$ cat config.mk
export PLATFORM = sky130hd
export DESIGN_NAME = video_timing_gen
export DESIGN_NICKNAME = d
export VERILOG_FILES = /design/src/rtl/video_timing_pkg.sv /design/src/rtl/video_axis_counter.sv /design/src/rtl/video_timing_gen.sv
export SDC_FILE = /design/constraint.sdc
export NUM_CORES = 1
export LEC_CHECK = 0
export CAP_MARGIN = 10
export CORE_MARGIN = 2
export CORE_UTILIZATION = 50
export CTS_CLUSTER_DIAMETER = 40
export CTS_CLUSTER_SIZE = 40
export DETAILED_ROUTE_END_ITERATION = 7
export HOLD_SLACK_MARGIN = 0.02
export PLACE_DENSITY = 0.84
export SLEW_MARGIN = 30
export SYNTH_ARGS = -nofsm -noshare
export SYNTH_HDL_FRONTEND = slang
export SYNTH_SLANG_ARGS = --single-unit
export TNS_END_PERCENT = 20
$ cat constraint.sdc
create_clock -name clk_sys -period 4 [get_ports clk_sys]
set_input_delay 1 -clock clk_sys [delete_from_list [all_inputs] [get_ports clk_sys]]
set_output_delay 1 -clock clk_sys [all_outputs]
set_load 0.02 [all_outputs]
$ cat src/rtl/video_timing_pkg.sv
// Purpose : shared geometry defaults and the sync-start helper for the video timing generator.
// Latency : none (constants and a pure function).
// Backpressure: none.
package video_timing_pkg;

   // Default arcade geometry: 336x240 visible area in a 456x262 raster.
   localparam int DEF_H_ACTIVE     = 336;
   localparam int DEF_H_TOTAL      = 456;
   localparam int DEF_H_SYNC_START = 360;
   localparam int DEF_H_SYNC_W     = 24;
   localparam int DEF_V_ACTIVE     = 240;
   localparam int DEF_V_TOTAL      = 262;
   localparam int DEF_V_SYNC_START = 240;
   localparam int DEF_V_SYNC_W     = 3;

   // Sync start = nominal + 2*offset, clamped so that the whole pulse still fits
   // before the end of the line/frame. The counters are never touched by the
   // clamp, so line and frame lengths stay fixed.
   function automatic logic [31:0] sync_start(
      input logic [31:0] nominal,
      input logic [31:0] offs,
      input logic [31:0] width,
      input logic [31:0] total
   );
      logic [31:0] shifted;
      logic [31:0] limit;
      shifted = nominal + (offs << 1);
      limit   = total - width;
      return (shifted > limit) ? limit : shifted;
   endfunction

endpackage

$ cat src/rtl/video_axis_counter.sv
// Purpose : one wrapping raster counter (0..TOTAL-1) with enable, terminal-count and blank decode.
// Latency : count updates one clk edge after an enabled cycle; wrap/blank are combinational on the count.
// Backpressure: none; the counter simply holds while en is low.
//
// Ports: clk/reset_n (sync, active low), en (advance), cnt (current count),
//        wrap (cnt is at TOTAL-1, next enabled edge returns to 0), blank (cnt >= ACTIVE).
module video_axis_counter #(
   parameter int TOTAL  = 456,
   parameter int ACTIVE = 336,
   parameter int W      = 9
) (
   input  logic         clk,
   input  logic         reset_n,
   input  logic         en,
   output logic [W-1:0] cnt,
   output logic         wrap,
   output logic         blank
);

   assign wrap  = (cnt == W'(TOTAL - 1));
   assign blank = (cnt >= W'(ACTIVE));

   always_ff @(posedge clk) begin
      if (!reset_n) begin
         cnt <= '0;
      end else if (en) begin
         cnt <= wrap ? '0 : cnt + 1'b1;
      end
   end

endmodule

$ cat src/rtl/video_timing_gen.sv
// Purpose : parametrised raster timing (counters, blanks, active-low syncs, strobes, blank-gated RGB).
// Latency : HPOS/VPOS one clk edge after a ce; registered outputs one ce behind HPOS/VPOS.
// Backpressure: none; everything advances only on ce_pix, outputs hold otherwise (strobes drop to 0).
//
// Ports: clk_sys, RESET_N (sync, active low), ce_pix; HOFFS/VOFFS sync offsets in 2-unit steps;
//        iRGB pixel for current HPOS/VPOS; HPOS/VPOS raster position; oRGB, HBLK, VBLK, HSYN, VSYN,
//        line_start, frame_start registered and mutually aligned.
module video_timing_gen
   import video_timing_pkg::*;
#(
   parameter int H_ACTIVE     = DEF_H_ACTIVE,
   parameter int H_TOTAL      = DEF_H_TOTAL,
   parameter int H_SYNC_START = DEF_H_SYNC_START,
   parameter int H_SYNC_W     = DEF_H_SYNC_W,
   parameter int V_ACTIVE     = DEF_V_ACTIVE,
   parameter int V_TOTAL      = DEF_V_TOTAL,
   parameter int V_SYNC_START = DEF_V_SYNC_START,
   parameter int V_SYNC_W     = DEF_V_SYNC_W,
   parameter int HOFFS_W      = 5,
   parameter int VOFFS_W      = 3,
   parameter int RGB_W        = 8,
   parameter int POS_W        = 9
) (
   input  logic               clk_sys,
   input  logic               RESET_N,
   input  logic               ce_pix,
   input  logic [HOFFS_W-1:0] HOFFS,
   input  logic [VOFFS_W-1:0] VOFFS,
   input  logic [RGB_W-1:0]   iRGB,
   output logic [POS_W-1:0]   HPOS,
   output logic [POS_W-1:0]   VPOS,
   output logic [RGB_W-1:0]   oRGB,
   output logic               HBLK,
   output logic               VBLK,
   output logic               HSYN,
   output logic               VSYN,
   output logic               line_start,
   output logic               frame_start
);

   // Two guard bits so nominal + 2*offset can never wrap before the clamp.
   localparam int SS_W = POS_W + 2;

   logic [POS_W-1:0]   hcnt;
   logic [POS_W-1:0]   vcnt;
   logic               h_wrap;
   logic               v_wrap;
   logic               hb;
   logic               vb;
   logic               hs;
   logic               vs;
   logic [HOFFS_W-1:0] hoffs_q;
   logic [VOFFS_W-1:0] voffs_q;
   logic [SS_W-1:0]    hs_start;
   logic [SS_W-1:0]    vs_start;
   logic [SS_W-1:0]    hcnt_x;
   logic [SS_W-1:0]    vcnt_x;

   video_axis_counter #(
      .TOTAL  (H_TOTAL),
      .ACTIVE (H_ACTIVE),
      .W      (POS_W)
   ) u_hcnt (
      .clk     (clk_sys),
      .reset_n (RESET_N),
      .en      (ce_pix),
      .cnt     (hcnt),
      .wrap    (h_wrap),
      .blank   (hb)
   );

   video_axis_counter #(
      .TOTAL  (V_TOTAL),
      .ACTIVE (V_ACTIVE),
      .W      (POS_W)
   ) u_vcnt (
      .clk     (clk_sys),
      .reset_n (RESET_N),
      .en      (ce_pix & h_wrap),
      .cnt     (vcnt),
      .wrap    (v_wrap),
      .blank   (vb)
   );

   assign HPOS = hcnt;
   assign VPOS = vcnt;

   // Offsets follow the inputs during reset, then only latch on the last pixel
   // of a frame so a mid-frame change never moves a sync within a frame.
   always_ff @(posedge clk_sys) begin
      if (!RESET_N) begin
         hoffs_q <= HOFFS;
         voffs_q <= VOFFS;
      end else if (ce_pix && h_wrap && v_wrap) begin
         hoffs_q <= HOFFS;
         voffs_q <= VOFFS;
      end
   end

   assign hs_start = SS_W'(sync_start(32'(H_SYNC_START), 32'(hoffs_q), 32'(H_SYNC_W), 32'(H_TOTAL)));
   assign vs_start = SS_W'(sync_start(32'(V_SYNC_START), 32'(voffs_q), 32'(V_SYNC_W), 32'(V_TOTAL)));

   assign hcnt_x = SS_W'(hcnt);
   assign vcnt_x = SS_W'(vcnt);

   assign hs = (hcnt_x >= hs_start) && (hcnt_x < hs_start + SS_W'(H_SYNC_W));
   assign vs = (vcnt_x >= vs_start) && (vcnt_x < vs_start + SS_W'(V_SYNC_W));

   always_ff @(posedge clk_sys) begin
      if (!RESET_N) begin
         oRGB        <= '0;
         HBLK        <= 1'b1;
         VBLK        <= 1'b1;
         HSYN        <= 1'b1;
         VSYN        <= 1'b1;
         line_start  <= 1'b0;
         frame_start <= 1'b0;
      end else begin
         // Strobes are re-evaluated every clk so they fall on non-ce cycles.
         line_start  <= ce_pix && (hcnt == '0);
         frame_start <= ce_pix && (hcnt == '0) && (vcnt == '0);
         if (ce_pix) begin
            oRGB <= (hb || vb) ? '0 : iRGB;
            HBLK <= hb;
            VBLK <= vb;
            HSYN <= ~hs;
            VSYN <= ~vs;
         end
      end
   end

endmodule

==> summary.txt <==
Place
  – Detailed Place HPWL: about 3800 um
  – GPL Wtd Cong: 0.919
  – IO Port Bufs: 50

Min path
  – Hold Path End: VBLK
  – Min-delay src: VBLK
  – Hold depth: 2
  – Class of the worst hold path: reg -> reg

Power
  – Sw Pwr: approximately 0.22 mW
  – Power Density: 275 nW/um2
  – Sw frac: a little over a quarter
  – P_leak: around 1.3 nW
  – Clock Power Share: between 20 and 30%
  – Seq pwr share: between 50% and 60%
  – P_int: approximately 0.63 mW
  – Worst ir drop on vdd: about 0.24 mV
  – Comb pwr share: approximately 18%

Routing
  – Aggregate routed wire length: slightly below 5000 um
  – Via/cell ratio: 5.17
  – Routed WL per cell: between 10 and 15 um
  – Antenna-violating nets left: 0
  – First-pass DRT Iterations: 4
  – Vias: around 2000
  – Starting DRT DRC Count: between 100 and 150
  – DRC Markers: 0

Global route
  – Largest net degree at the start of global routing: 20
  – Initial antenna violation count: 0
  – Gr ovfl total: 0
  – Vias in the first global route: approximately 1900
  – All-layer global routing usage: slightly above 20%
  – First-pass GRT wire length: between 8000 and 9000 um

Timing
  – F_max: roughly 320 MHz
  – Setup_tns: 0 ns
  – Final Hold Viols: 0
  – Clock Skews: between 0.0015 and 0.002 ns
  – Max-slew violations: 0
  – Crit path time final: 3.13 ns
  – Worst Tran Pin Value: around 0.52 ns
  – RSZ-0062 raised after global routing: no
  – Endpoints failing setup: 0
  – Hold WS: 0.481 ns
  – Fin crit share: between 70% and 80%
  – Worst slew margin: between 60 and 70%

Worst setup path
  – Critical Path Fanout Max: 7
  – Worst r2r dst: HSYN
  – Crit path max-delay family: compound AO/OA/AOI/OAI gates
  – Slowest stage delay, CP: between 0.4 and 0.5 ns
  – Critical path's slowest cell: edfxtp_1
  – Critical path cell sequence: ha_1 > inv_1 > ha_1 > nor2_1 > o21ai_0 > and2_1 > xnor2_1 > ha_1 > o211ai_1 > nor2_1 > o41ai_1 > o221ai_1 > a32o_1
  – FF-to-FF path depth: 13
  – CP endpoint kind: flop
  – Setup CP Type: reg -> reg
  – Most used cell, CP: ha_1
  – Reg-to-reg critical path startpoint: hoffs_q[2]
  – Critical Path AT: between 3 and 4 ns
  – Buf+Inv Stages, Crit Path: 1
  – Worst Path Required: around 4.2 ns
  – Startpoint types: flop
  – R2R setup slack: about 0.9 ns

Synthesis
  – Number of synthesized flops with an enable pin: 8
  – Yosys cell types: 42
  – Flops & latches, synth: 40
  – YS warnings: 0
  – Syn Std Cell Area: 2430 um2
  – Sequential cell area fraction in the yosys report: ~36%
  – Gate Count Post-Synth: 269
  – Ys async rst share: 0%
  – Net Count, Synth: around 320
  – Ys flop type: dfxtp_1
  – Avg Inst Size Synth: around 9.0 um2

Final layout
  – ANT cells: 0
  – Share of cells above drive strength 1: 3.42%
  – Commonest non-fill, non-tap cell in the layout: clkdlybuf4s50_1
  – Fill cells: 394
  – Commonest cells after routing, fill and taps aside: clkdlybuf4s50_1, ha_1, dfxtp_1
  – Final #Nets: ~380
  – Area growth syn-to-layout: 26.7%

Floorplanning
  – FP Rows: 25
  – Die W: 73.8 um
  – Core Area: between 4000 and 5000 um2
  – Starting Density: 51.5%
  – Die area: 5440 um2
  – I/O pin count: 51
  – Die H: between 70 and 80 um

Clock network
  – Hold_buf cts: 0
  – Post-CTS Resized: 0
  – Root Driver: clkbuf_8
  – CTS Sinks: 40
  – Num CTS Buffers: 5
  – H-tree Lvls: 2
  – CTS tree: yes
  – Clock transition at path regs: 0.07 ns
  – Setup bufs post-CTS: 0
  – Clk buf depth: 2
  – Skew-Pair Late Insertion Delay: 0.29 ns

Job
  – Max-Cap Viols: 0

Run status
  – Status: finished clean
## metrics by stage
stage	util, %	cells	setup slack, ns	total power, mW	cell area (um2)
3_5_place_dp	63.5	381	0.923	0.605	3000
6_report	65.3	389	0.874	0.849	3080
4_1_cts	65.3	389	0.890	0.855	3080
2_1_floorplan	-	269	1.23	0.545	2430
5_1_grt	65.3	389	0.493	0.900	3080
3_3_place_gp	63.5	381	0.984	0.601	3000
## registers in the layout, summed over array words and instances (netlist names)
signal and count:
HBLK 1, VBLK 1, voffs_q 3, u_hcnt.cnt 9
HSYN 1, VSYN 1, u_vcnt.cnt 9, oRGB 8
line_start 1, frame_start 1, hoffs_q 5
## power groups by stage
stage          combinational (mW)  clock [mW]  sequential [mW]
2_1_floorplan              0.0865           0            0.459
3_3_place_gp                0.152           0            0.449
3_5_place_dp                0.155           0            0.450
4_1_cts                     0.156       0.258            0.441
5_1_grt                     0.175       0.283            0.443
6_report                    0.155       0.254            0.441
## logic make-up (layout without fill, tap and decap cells)
logic type | count (synthesis) | in the layout | synth area share [%]
buffers and inverters | 22 | 75 | 3.60
AND/OR/NAND/NOR | 109 | 109 | 23.2
multiplexers | 3 | 3 | 1.23
flip-flops | 40 | 40 | 36.2
XOR/XNOR | 19 | 19 | 6.84
AO/OA/AOI/OAI | 41 | 41 | 10.9
adder cells (fa/ha/maj) | 35 | 35 | 18.0
## worst register-to-register path, stage by stage, from the launching register on
cell and delay, ns:
edfxtp_1 0.49, ha_1 0.31, inv_1 0.09, ha_1 0.37, nor2_1 0.05, o21ai_0 0.40, and2_1 0.24, xnor2_1 0.13
ha_1 0.25, o211ai_1 0.17, nor2_1 0.07, o41ai_1 0.06, o221ai_1 0.17, a32o_1 0.22
## cell usage after synthesis, types with 5 or more instances
library cell	n	area, um2
a21oi_1	18	90.1
and2_1	6	37.5
and3_1	6	37.5
clkbuf_1	5	18.8
dfxtp_1	32	641
edfxtp_1	8	240
ha_1	35	438
inv_1	15	56.3
nand2_1	19	71.3
nand2b_1	5	31.3
nand3_1	5	25.0
nand4_1	5	31.3
nor2_1	30	113
nor2b_1	18	113
o21ai_0	6	30.0
xnor2_1	12	105
xor2_1	7	61.3
## cell type report
type                            count  area (um2)  area share (%)
Clock buffer                        7        76.3            2.48
Clock inverter                      1        5.00           0.162
Inverter                           15        56.3            1.83
Multi-Input combinational cell    207        1470            47.5
Sequential cell                    40         881            28.6
Tap cell                           67        83.8            2.72
Timing Repair Buffer               52         515            16.7
## metal layers
layer / track usage, % / vias up / wire [um]
met5: 0 / - / 0
met4: 6.87 / 0 / 53
met3: 4.80 / 5 / 257
met2: 32.0 / 45 / 2420
met1: 27.1 / 929 / 2240
li1: - / 1032 / -
## worst max-delay path by stage
stage | cells past startpoint | start | slack, ns | endpoint
4_1_cts | 13 | hoffs_q[2] | 0.89 | HSYN
3_3_place_gp | 13 | hoffs_q[2] | 0.98 | HSYN
6_report | 13 | hoffs_q[2] | 0.87 | HSYN
5_1_grt | 13 | hoffs_q[2] | 0.49 | HSYN
3_5_place_dp | 13 | hoffs_q[2] | 0.92 | HSYN
2_1_floorplan | 13 | hoffs_q[2] | 1.23 | HSYN
Note: power is estimated with default switching activity, not from simulation.
